$ cat config.mk
export PLATFORM = sky130hd
export DESIGN_NAME = fighter_motion
export DESIGN_NICKNAME = d
export VERILOG_FILES = /design/src/rtl/fighter_motion.sv
export SDC_FILE = /design/constraint.sdc
export NUM_CORES = 1
export LEC_CHECK = 0
export CORE_ASPECT_RATIO = 1.75
export CORE_MARGIN = 2
export CORE_UTILIZATION = 59
export DETAILED_ROUTE_END_ITERATION = 12
export GPL_TIMING_DRIVEN = 0
export HOLD_SLACK_MARGIN = 0.06
export PLACE_DENSITY = 0.84
export SLEW_MARGIN = 20
export SYNTH_ARGS = -nofsm -noshare
export SYNTH_HDL_FRONTEND = slang
export SYNTH_SLANG_ARGS = --single-unit
$ cat constraint.sdc
create_clock -name clk -period 8 [get_ports clk]
set_clock_uncertainty 0.2 [all_clocks]
set_input_delay 1.6 -clock clk [delete_from_list [all_inputs] [get_ports clk]]
set_output_delay 1.6 -clock clk [all_outputs]
set_load 0.02 [all_outputs]
$ cat src/rtl/fighter_motion.sv
// rtl/fighter_motion.sv - per-player motion controller (optional FIGHTER_DOUBLE_JUMP_EN)
module fighter_motion #(
   parameter int SIDE     = 1,
   parameter int XW       = 11,
   parameter int YW       = 10,
   parameter int MAP_X    = 320,
   parameter int MAP_Y    = 240,
   parameter int PLAYER_X = 40,
   parameter int PLAYER_Y = 60,
   parameter int SQUAT_Y  = 30,
   parameter int LIMIT_X  = 280,
   parameter int STEP_X   = 4,
   parameter int V        = 20,
   parameter int G        = 2,
   parameter int KNOCK_X  = 6,
   parameter int STUN_T   = 8
) (
   input  logic                 clk,
   input  logic                 rst_n,
   input  logic                 tick,
   input  logic                 right,
   input  logic                 left,
   input  logic                 jump,
   input  logic                 squat,
   input  logic                 defend,
   input  logic                 hit,
   input  logic                 hit_dir,
   output logic signed [XW-1:0] x,
   output logic signed [YW-1:0] y,
   output logic                 isD,
   output logic                 isQ,
   output logic                 isJ,
   output logic                 isS
);

   localparam int GND  = -MAP_Y + PLAYER_Y;
   localparam int SQG  = -MAP_Y + SQUAT_Y;
   localparam int XMIN = (SIDE == 1) ? (MAP_X - LIMIT_X) : -MAP_X;
   localparam int XMAX = (SIDE == 1) ? (MAP_X - PLAYER_X) : (-MAP_X + LIMIT_X - PLAYER_X);
   localparam int XRST = (SIDE == 1) ? XMAX : XMIN;
   localparam int SW   = $clog2(STUN_T + 1);

   localparam logic signed [XW:0] XMIN_W = (XW+1)'(XMIN);
   localparam logic signed [XW:0] XMAX_W = (XW+1)'(XMAX);

   localparam logic [1:0] ST_GROUND = 2'd0;
   localparam logic [1:0] ST_SQUAT  = 2'd1;
   localparam logic [1:0] ST_JUMP   = 2'd2;

   logic signed [XW-1:0] x_q, x_d;
   logic signed [YW-1:0] y_q, y_d;
   logic signed [YW-1:0] base_q, base_d;
   logic [1:0]           state_q, state_d;
   logic [5:0]           jcnt_q, jcnt_d;
   logic [SW-1:0]        stun_cnt_q, stun_cnt_d;
   logic                 hit_pend_q, hit_pend_d;
   logic                 hit_dir_q, hit_dir_d;
   logic                 knock_dir_q, knock_dir_d;
   logic                 isD_q, isD_d;
`ifdef FIGHTER_DOUBLE_JUMP_EN
   logic                 jump_d_q, jump_d_d;
   logic                 dj_used_q, dj_used_d;
`endif

   logic                 stunned;
   logic                 stun_start;
   logic                 gated;
   logic signed [XW:0]   dx;
   logic signed [XW:0]   x_sum;
   int                   j_i;
   int                   arc;

   // next-state: hit latch always, motion and pose only on frame ticks
   always_comb begin
      x_d         = x_q;
      y_d         = y_q;
      base_d      = base_q;
      state_d     = state_q;
      jcnt_d      = jcnt_q;
      stun_cnt_d  = stun_cnt_q;
      hit_dir_d   = hit_dir_q;
      knock_dir_d = knock_dir_q;
      isD_d       = isD_q;
`ifdef FIGHTER_DOUBLE_JUMP_EN
      jump_d_d    = jump_d_q;
      dj_used_d   = dj_used_q;
`endif
      dx          = '0;
      x_sum       = '0;
      j_i         = int'(jcnt_q);
      arc         = int'(base_q) + V * j_i - (G * j_i * j_i) / 2;

      stunned    = (stun_cnt_q != '0);
      stun_start = hit_pend_q & ~isD_q & ~stunned;
      gated      = stunned | stun_start;

      // a hit landing on the tick cycle itself is kept for the following tick
      if (tick) hit_pend_d = hit;
      else      hit_pend_d = hit_pend_q | hit;
      if (hit) hit_dir_d = hit_dir;

      if (tick) begin
         // knockback direction is frozen when the stun starts
         if (stun_start) begin
            stun_cnt_d  = SW'(STUN_T);
            knock_dir_d = hit_dir_q;
         end else if (stunned) begin
            stun_cnt_d = stun_cnt_q - SW'(1);
         end

         if (stunned)     dx = knock_dir_q ? (XW+1)'(KNOCK_X) : -((XW+1)'(KNOCK_X));
         else if (!gated) begin
            if (right)     dx = (XW+1)'(STEP_X);
            else if (left) dx = -((XW+1)'(STEP_X));
         end
         x_sum = {x_q[XW-1], x_q} + dx;
         if (x_sum < XMIN_W)      x_d = XMIN_W[XW-1:0];
         else if (x_sum > XMAX_W) x_d = XMAX_W[XW-1:0];
         else                     x_d = x_sum[XW-1:0];

         case (state_q)
            ST_GROUND: begin
               y_d = YW'(GND);
               if (!gated && jump) begin
                  state_d = ST_JUMP;
                  jcnt_d  = 6'd1;
                  base_d  = YW'(GND);
               end else if (!gated && squat) begin
                  state_d = ST_SQUAT;
                  y_d     = YW'(SQG);
               end
            end
            ST_SQUAT: begin
               if (gated || !squat) begin
                  state_d = ST_GROUND;
                  y_d     = YW'(GND);
               end else if (jump) begin
                  state_d = ST_JUMP;
                  jcnt_d  = 6'd1;
                  base_d  = YW'(GND);
                  y_d     = YW'(GND);
               end else begin
                  y_d = YW'(SQG);
               end
            end
            ST_JUMP: begin
`ifdef FIGHTER_DOUBLE_JUMP_EN
               if (!gated && jump && !jump_d_q && !dj_used_q) begin
                  base_d    = y_q;
                  jcnt_d    = 6'd1;
                  dj_used_d = 1'b1;
               end else
`endif
               if (jcnt_q == 6'd63 || arc <= GND) begin
                  y_d     = YW'(GND);
                  jcnt_d  = 6'd0;
                  state_d = ST_GROUND;
`ifdef FIGHTER_DOUBLE_JUMP_EN
                  dj_used_d = 1'b0;
`endif
               end else begin
                  y_d    = YW'(arc);
                  jcnt_d = jcnt_q + 6'd1;
               end
            end
            default: begin
               state_d = ST_GROUND;
               y_d     = YW'(GND);
               jcnt_d  = 6'd0;
            end
         endcase

         isD_d = defend & (stun_cnt_d == '0) & (state_d != ST_JUMP);
`ifdef FIGHTER_DOUBLE_JUMP_EN
         jump_d_d = jump;
`endif
      end
   end

   // state registers with synchronous active-low reset
   always_ff @(posedge clk) begin
      if (!rst_n) begin
         x_q         <= XW'(XRST);
         y_q         <= YW'(GND);
         base_q      <= YW'(GND);
         state_q     <= ST_GROUND;
         jcnt_q      <= 6'd0;
         stun_cnt_q  <= '0;
         hit_pend_q  <= 1'b0;
         hit_dir_q   <= 1'b0;
         knock_dir_q <= 1'b0;
         isD_q       <= 1'b0;
`ifdef FIGHTER_DOUBLE_JUMP_EN
         jump_d_q    <= 1'b0;
         dj_used_q   <= 1'b0;
`endif
      end else begin
         x_q         <= x_d;
         y_q         <= y_d;
         base_q      <= base_d;
         state_q     <= state_d;
         jcnt_q      <= jcnt_d;
         stun_cnt_q  <= stun_cnt_d;
         hit_pend_q  <= hit_pend_d;
         hit_dir_q   <= hit_dir_d;
         knock_dir_q <= knock_dir_d;
         isD_q       <= isD_d;
`ifdef FIGHTER_DOUBLE_JUMP_EN
         jump_d_q    <= jump_d_d;
         dj_used_q   <= dj_used_d;
`endif
      end
   end

   assign x   = x_q;
   assign y   = y_q;
   assign isD = isD_q;
   assign isJ = (state_q == ST_JUMP);
   assign isS = (stun_cnt_q != '0);
   assign isQ = (state_q == ST_SQUAT) & ~isS;

endmodule

==> metrics.yaml <==
syn_avg_cell_area_sq_um: 8.20
drt-initial-drc-count: 132
crit_path_max_fanout: 10
maxSlewViolCount: 0
tritoncts: "done"
cts-resized-gates: 0
grt_pass1_vias: 3699
ys_seq_area_frac: 0.186
ios: 35
die_x_um: 65.2
critPathKind: "flop to flop"
area_growth_pct: 15.4
synth_most_common_cell: "ha_1"
drive_above_1_share: 0.0861
via_per_inst: 5.86
slowest_stage: "fa_1"
crit_buf_inv: 4
yosys.area.top_type: "dfxtp_1"
synthFlopType: "dfxtp_1"
cpMostUsedCell: "ha_1"
place_congestion: 0.874
worstPathRequired_ns: 7.97
synthCells: 472
mappedNetlistNets: 545
antenna_found_initial: 0
cp-start-kind: "flop"
ys_warn_count: 0
path_delay_family: "adder cells"
grt_max_degree: 12
port_buffers: 31
leakage_uw: 0.00199
hpwlAfterDp_mm: 7.61
cts_buffers: 5
status: "finished clean"
hold_end: "y[7]"
drtPass1Iterations: 5
core_sq_mm: 0.00644
cts_buffer_depth: 2
overflow: 0
final_nets: 583
initial_core_util: 0.601
hold_path_class: "flop to flop"
synthArstFlopShare: 0
fmax_mhz: 143
synth-edff-count: 0
hold-path-cell-count: 1
r2r_slack_ns: 1.01
grt_pass1_wl_mm: 16.4
setup_viol: 0
cts_setup_buffers: 0
whs_ns: 0.285
synthDistinctLibCells: 72
wl_per_cell_um: 16.1
max_cap_violations: 0
cts-htree-levels: 2
reg2reg_from: "jcnt_q[1]"
hold_buffers: 0
critPathMaxStageDelay_ns: 0.56
worstPathCellList: "clkbuf_1 > nand2_1 > xnor2_1 > ha_1 > inv_1 > fa_1 > fa_1 > inv_1 > ha_1 > a21o_1 > a2111oi_2 > nor2_1 > xor2_1 > ha_1 > inv_1 > ha_1 > nand2_1 > or2b_2 > a221o_1 > a21oi_2 > xnor2_1 > a41oi_4 > nor2_4 > a221o_1"
setup_tns_ns: 0
via_count: 3473
timing.rr.end: "y[1]"
cts_root_buf: "clkbuf_16"
ys_ff_latch: 36
synth_area_sq_mm: 0.00387
dieArea_sq_mm: 0.00725
clkTransAtPathRegs_ns: 0.06
track_usage: 0.282
powerDensity_mw_per_mm2: 304
drc: 0
synth_area_leaders: "dfxtp_1 (19%), ha_1 (18%), xnor2_1 (5.4%)"
hold_viol_final: 0
antennaDiodeCount: 0
drt-total-wl_mm: 9.54
die_h_um: 111
tightest_slew_ns: 0.597
rows: 39
hold_start: "y[7]"
cp-end-kind: "flop"
final.period_utilization: 0.873
synth.top_cell.area_share: 0.186
clk_latency_ns: 0.28
min_period_ns: 6.99
rsz0062_at_grt: "no"
reg2reg_depth: 24
arrival_ns: 6.96
ant_nets: 0
ir_drop_mv: 0.317
netlist_top_cells_count: "ha_1 (55), inv_1 (46), dfxtp_1 (36)"
utilization: 0.693
clkSinkCount: 36
max-slew-margin-rel: 0.598
==> worst max path at each step <==
stage | from | depth (start not counted) | to | slack [ns]
final | jcnt_q[1] | 24 | y[1] | 1.01
after global routing | jcnt_q[1] | 25 | jcnt_q[0] | 0.72
after CTS | jcnt_q[1] | 24 | y[1] | 1.07
after detailed placement | jcnt_q[1] | 24 | y[1] | 1.14
after global placement | jcnt_q[1] | 24 | y[1] | 1.21
after floorplan | jcnt_q[1] | 24 | y[1] | 1.83
==> sequential cells by signal, summed over array words and instances (netlist names) <==
name,count
state_q,2
knock_dir_q,1
isD,1
stun_cnt_q,4
hit_pend_q,1
jcnt_q,6
x,10
hit_dir_q,1
y,10
==> cells by family after synthesis <==
family / share of synthesized area
xor gates and xnor gates: 0.0747
DFF: 0.186
other: 0.000969
buffers and inverters: 0.0792
muxes: 0.0242
AOI/OAI and AO/OA: 0.230
and+or+nand+nor: 0.186
adders and majority gates: 0.219
==> worst reg2reg max path: cells and delay by family, from the launching register on <==
| kind | cells | cell delay, ns |
|---|---|---|
| and+or+nand+nor | 5 | 0.89 |
| buffers and inverters | 4 | 0.56 |
| AOI/OAI and AO/OA | 6 | 1.94 |
| xor gates and xnor gates | 3 | 0.48 |
| DFF | 1 | 0.49 |
| adders and majority gates | 6 | 2.32 |
==> through the flow <==
step | cell area [sq um] | setup slack (ns) | std cells | total power [uW]
after global placement | 4280 | 1.21 | 585 | 1080
final | 4470 | 1.01 | 593 | 1360
after floorplan | 3870 | 1.83 | 472 | 896
after global routing | 4470 | 0.723 | 593 | 1460
after detailed placement | 4280 | 1.14 | 585 | 1100
after CTS | 4470 | 1.07 | 593 | 1350
==> power by group <==
group          switching (uW)  internal (uW)
registers                28.9            209
clock network            73.6            164
logic                     532            348
==> area by class of cell <==
class	instances	area [sq um]
inverters	46	173
well taps	82	103
clock buffers	7	153
plain buffers	20	134
repair buffers	31	310
multi-input cells	370	2840
clock inverters	1	30.0
flip-flops and latches	36	721
fillers	542	1970
==> layout by cell type (no fill, tap or decap), types with 12 or more instances in the layout <==
cell type,instances
a21oi_1,32
clkdlybuf4s50_1,31
dfxtp_1,36
ha_1,55
inv_1,46
nand2_1,35
nor2_1,32
nor2b_1,15
o21a_1,12
o21ai_0,20
xnor2_1,24
==> routing by layer <==
| metal | vias up | share of wire | wire [um] | GRT usage |
|---|---|---|---|---|
| met2 | 71 | 0.56 | 5360 | 0.540 |
| met3 | 19 | 0.027 | 255 | 0.0305 |
| met5 | - | 0 | 0 | 0 |
| met1 | 1644 | 0.38 | 3620 | 0.291 |
| li1 | 1739 | - | - | - |
| met4 | 0 | 0.031 | 299 | 0.128 |
(Power assumes the default switching activity.)
==> edit 1 (same flow settings) <==
`XW`: 11 -> 13.
--- a/src/rtl/fighter_motion.sv
+++ b/src/rtl/fighter_motion.sv
@@ -1,7 +1,7 @@
 // rtl/fighter_motion.sv - per-player motion controller (optional FIGHTER_DOUBLE_JUMP_EN)
 module fighter_motion #(
    parameter int SIDE     = 1,
-   parameter int XW       = 11,
+   parameter int XW       = 13,
    parameter int YW       = 10,
    parameter int MAP_X    = 320,
    parameter int MAP_Y    = 240,
Ports: changed (resized x); port bits go from 35 to 37. The function was not compared with the original's and may differ.
==> edit 1 against the unedited design <==
- total power shrank 4.7%
- combinational power shrank 2.8%
- first-iteration DRC count grew 86%
- synthesized area grew 4.5%
- setup slack lost 0.016 ns
- routed wire length grew 12%
- design area grew 4.2%
- utilization shrank 0.48 points
- non-clock buffer count grew 4
- worst hold slack lost 0.023 ns
- sequential cell count grew 2
- sequential share of layout area grew 0.21 points
==> edit 1: results (changes against the unedited design) <==
The run finished with clean final reports. The largest voltage drop on the vdd net was 0.1145 mV (-64%); the met1 global-route usage was 0.2789 (-0.01175). The tools report the met2 routed wirelength as 5.903 mm (+10%). The tools report the capture instance of the worst register-to-register path as y[9]. The run gives 590 (+8.3%) as the number of nets produced by synthesis. The number of buffers inserted by port buffering came out at 35 (+13%).

By area the synthesized netlist is led by dfxtp_1 19%, ha_1 18%, xnor2_1 5.0%. The final-stage net count is 632 (+8.4%). In this run the critical register-to-register path is launched from jcnt_q[3]. By count the netlist is led by 57 x ha_1, 49 x inv_1, 45 x nor2_1.

The global-route total usage across every layer was 0.2933 (+0.01168); the final routed wire length divided by cell count was 16.65 um (+3.5%). The share of the synthesized netlist area taken by xor and xnor gates works out to 0.06277 (-0.01189). Post-synthesis compound-gate area fraction: 0.2625 (+0.03240). The routed length on met3 is 309 um (+21%), and the met2 demand-to-capacity share in global routing is 0.5627 (+0.02253). The via count of the first global-routing pass is 3,939 (+6.5%). For the final non-filler cell total, the log shows 642 (+8.3%). The logs give 0.03945 (+0.008991) for the met3 track demand over resource and 3,993 (+15%) for the number of vias after detailed routing. The run gives 0.3027 (-0.2948) as the relative slew slack. The layout filler cell count was 575 (+6.1%). For the standby leakage power, the log shows 0.002016 uW (+1.3%). For the post-placement setup slack, the log shows 1.060 ns (-0.07586 ns).

The worst reg-to-reg path cell count is 28 (+17%). The met1 routed wirelength after detailed routing came out at 3.961 mm (+9.3%). The post-synthesis cell type count came out at 68 (-5.6%).
[edit 1: worst max path at each step]
stage,from,end,slack [ns],cells past startpoint
finish,jcnt_q[3],y[9],1.0,28
detailed placement,jcnt_q[3],y[9],1.06,28
global route,jcnt_q[1],y[9],0.58,27
CTS,jcnt_q[3],y[9],1.02,28
global placement,jcnt_q[3],y[9],1.17,28
floorplan,jcnt_q[3],y[7],1.84,28
[edit 1: area by class of cell]
cell class,count,area (um2),area share
Tap cell,84,105.1,0.02259
Timing Repair Buffer,35,350.3,0.07529
Multi-Input combinational cell,407,3008,0.6464
Clock buffer,6,138.9,0.02985
Clock inverter,2,12.51,0.002689
Buffer,20,90.09,0.01936
Sequential cell,38,760.7,0.1635
Inverter,50,187.7,0.04033
[edit 1: where the power goes]
group	total, uW	leakage, uW	switching, uW	internal (uW)
registers	233	0.000309	21.8	211
clock network	203	0.0000729	80.0	123
logic	856	0.00163	526	330
==> edit 2 (same settings) <==
Without the edit above. Register the outputs `isQ` and `isJ`, with the module's reset; this adds one clock of latency there. The other outputs are not delayed to match.
--- a/src/rtl/fighter_motion.sv
+++ b/src/rtl/fighter_motion.sv
@@ -215,9 +215,16 @@
    assign x   = x_q;
    assign y   = y_q;
    assign isD = isD_q;
-   assign isJ = (state_q == ST_JUMP);
+   always_ff @(posedge clk) begin
+      if (!rst_n) begin
+         isQ <= '0;
+         isJ <= '0;
+      end else begin
+         isQ <= (state_q == ST_SQUAT) & ~isS;
+         isJ <= (state_q == ST_JUMP);
+      end
+   end
    assign isS = (stun_cnt_q != '0);
-   assign isQ = (state_q == ST_SQUAT) & ~isS;
 
 endmodule
 
Check against the original RTL: not equivalent (a bounded check fails within 4 cycles, from zero or initial values and one cycle with rst_n low).
==> edit 2 against the unedited design <==
- design area rose by 0.81%
- routed wire length rose by 3.5%
- sequential cell count rose by 2
- count of clock-buffer cells in the layout fell by 1
- non-clock buffer count rose by 3
- total power fell by 2.9%
- synthesized area rose by 1.0%
- setup slack got worse by 0.047 ns
- combinational power fell by 4.3%
- critical endpoint is now y[6]
- largest power group unchanged
- highest routed layer unchanged
==> edit 2: results (changes against the unedited design) <==
The flow ran to the end, and the final reports show no timing, DRC or antenna violations. Starting DRC count in detailed routing: 144 (+9.1%). The detail-routed via count per cell was 5.897 (+0.69%).

The number of buffers inserted by port buffering works out to 32 (+3.2%). The post-synthesis instance total came out at 501 (+6.1%). The met3 track demand over resource came out at 0.02929 (-0.001164). The layout cell share with drive strength beyond 1 was 0.06296 (-0.02314).

The post-synthesis compound-gate area fraction was 0.2361 (+0.005962); the last weighted congestion value of the routability-driven placer was 0.9986 (+14%). The via count of the first global-routing pass came out at 3,633 (-1.8%). Share of the synthesized netlist area taken by xor and xnor gates: 0.06686 (-0.007802). Ranked by instance count, the synthesized netlist is headed by 55 x ha_1, 53 x inv_1, 38 x dfxtp_1. In the synthesized netlist the dominant register cell turns out to be dfxtp_1.

The final-stage net count was 613 (+5.1%). The tools report the met1 routed wirelength after detailed routing as 3.477 mm (-4.0%). For the standby leakage power, the log shows 0.001980 uW (-0.51%). The post-placement setup slack is 1.017 ns (-0.1195 ns), and the met2 routed wirelength is 5.709 mm (+6.5%).

The signal arrival time at the worst endpoint was 7.01 ns (+0.05 ns); the final non-filler cell total was 622 (+4.9%). The net switching share of the total power is 0.4555 (-0.01274). The relative slew slack came out at 0.4692 (-0.1283). For the number of nets produced by synthesis, the log shows 574 (+5.3%). By area the synthesized netlist is led by dfxtp_1 19%, ha_1 18%, inv_1 5.1%. The met1 global-route usage is 0.2759 (-0.01473), and the longest individual stage delay on the worst path is 0.55 ns. The run gives 0.2812 (-0.0003656) as the global-route total usage across every layer.

The global-route wire length before repair is 16.33 mm (-0.21%). The multiplexer area fraction after synthesis was 0.01663 (-0.007606); the worst reg-to-reg path cell count was 27 (+13%). On the critical path, the stage with the largest delay is an instance of fa_1.

The final routed wire length divided by cell count is 15.87 um (-1.4%). The met2 demand-to-capacity share in global routing is 0.5524 (+0.01224), and the post-detailed-placement half-perimeter wirelength is 7.942 mm (+4.3%). Instance area at placement: 0.004334 mm2 (+1.2%).

The largest voltage drop on the vdd net was 0.4409 mV (+39%). The sequential area share after synthesis was 0.1945 (+0.008331). The number of cells on the worst hold path came out at 2 (+1). Routed length on met3: 316 um (+24%).
edit 2: cell types whose count changed after synthesis, sizes merged, moves of 4 or more:
cell	delta
o21ai	+17
inv	+8
nor3	+7
or3	+6
a31oi	+4
nor2b	-4
o21a	-4
o31a	-4
o31ai	-4
edit 2: path summary, 6_finish.rpt:
| kind | start | end | slack [ns] |
|---|---|---|---|
| setup / recovery | jcnt_q[1] | y[6] | 0.97 |
| hold / removal | y[7] | y[7] | 0.29 |
| setup reg to reg | jcnt_q[1] | y[6] | 0.97 |
| hold reg to reg | y[7] | y[7] | 0.29 |
edit 2: final cells by class:
type	instances	area (um2)
fill	526	1987
clock inverter	1	30.03
multi-input combinational	387	2845
clock buffer	6	138.9
timing repair buffer	32	320.3
sequential	38	760.7
buffer	22	102.6
tap	82	102.6
inverter	54	202.7
edit 2: power by group through the flow:
stage                     registers [uW]  logic, uW  clock network, uW
after floorplan                      257        630                  0
after global placement               243        794                  0
after detailed placement             243        831                  0
after CTS                            240        834                232
after global routing                 245        927                240
final                                242        843                231
edit 2: kinds of logic (layout without fill, tap and decap cells):
| kind of cell | after synthesis | after routing |
|---|---|---|
| buffers and inverters | 76 | 115 |
| AND/OR/NAND/NOR | 148 | 148 |
| other | 1 | 1 |
| AO/OA/AOI/OAI | 140 | 140 |
| flip-flops | 38 | 38 |
| XOR/XNOR | 29 | 29 |
| adder cells (fa/ha/maj) | 63 | 63 |
| multiplexers | 6 | 6 |
edit 2: stage by stage:
stage | power [uW] | hold WS, ns
final | 1316 | 0.2914
after CTS | 1306 | 0.2958
after global routing | 1412 | 0.3142
after global placement | 1037 | 0.2491
after floorplan | 887.2 | 0.2455
after detailed placement | 1074 | 0.2572
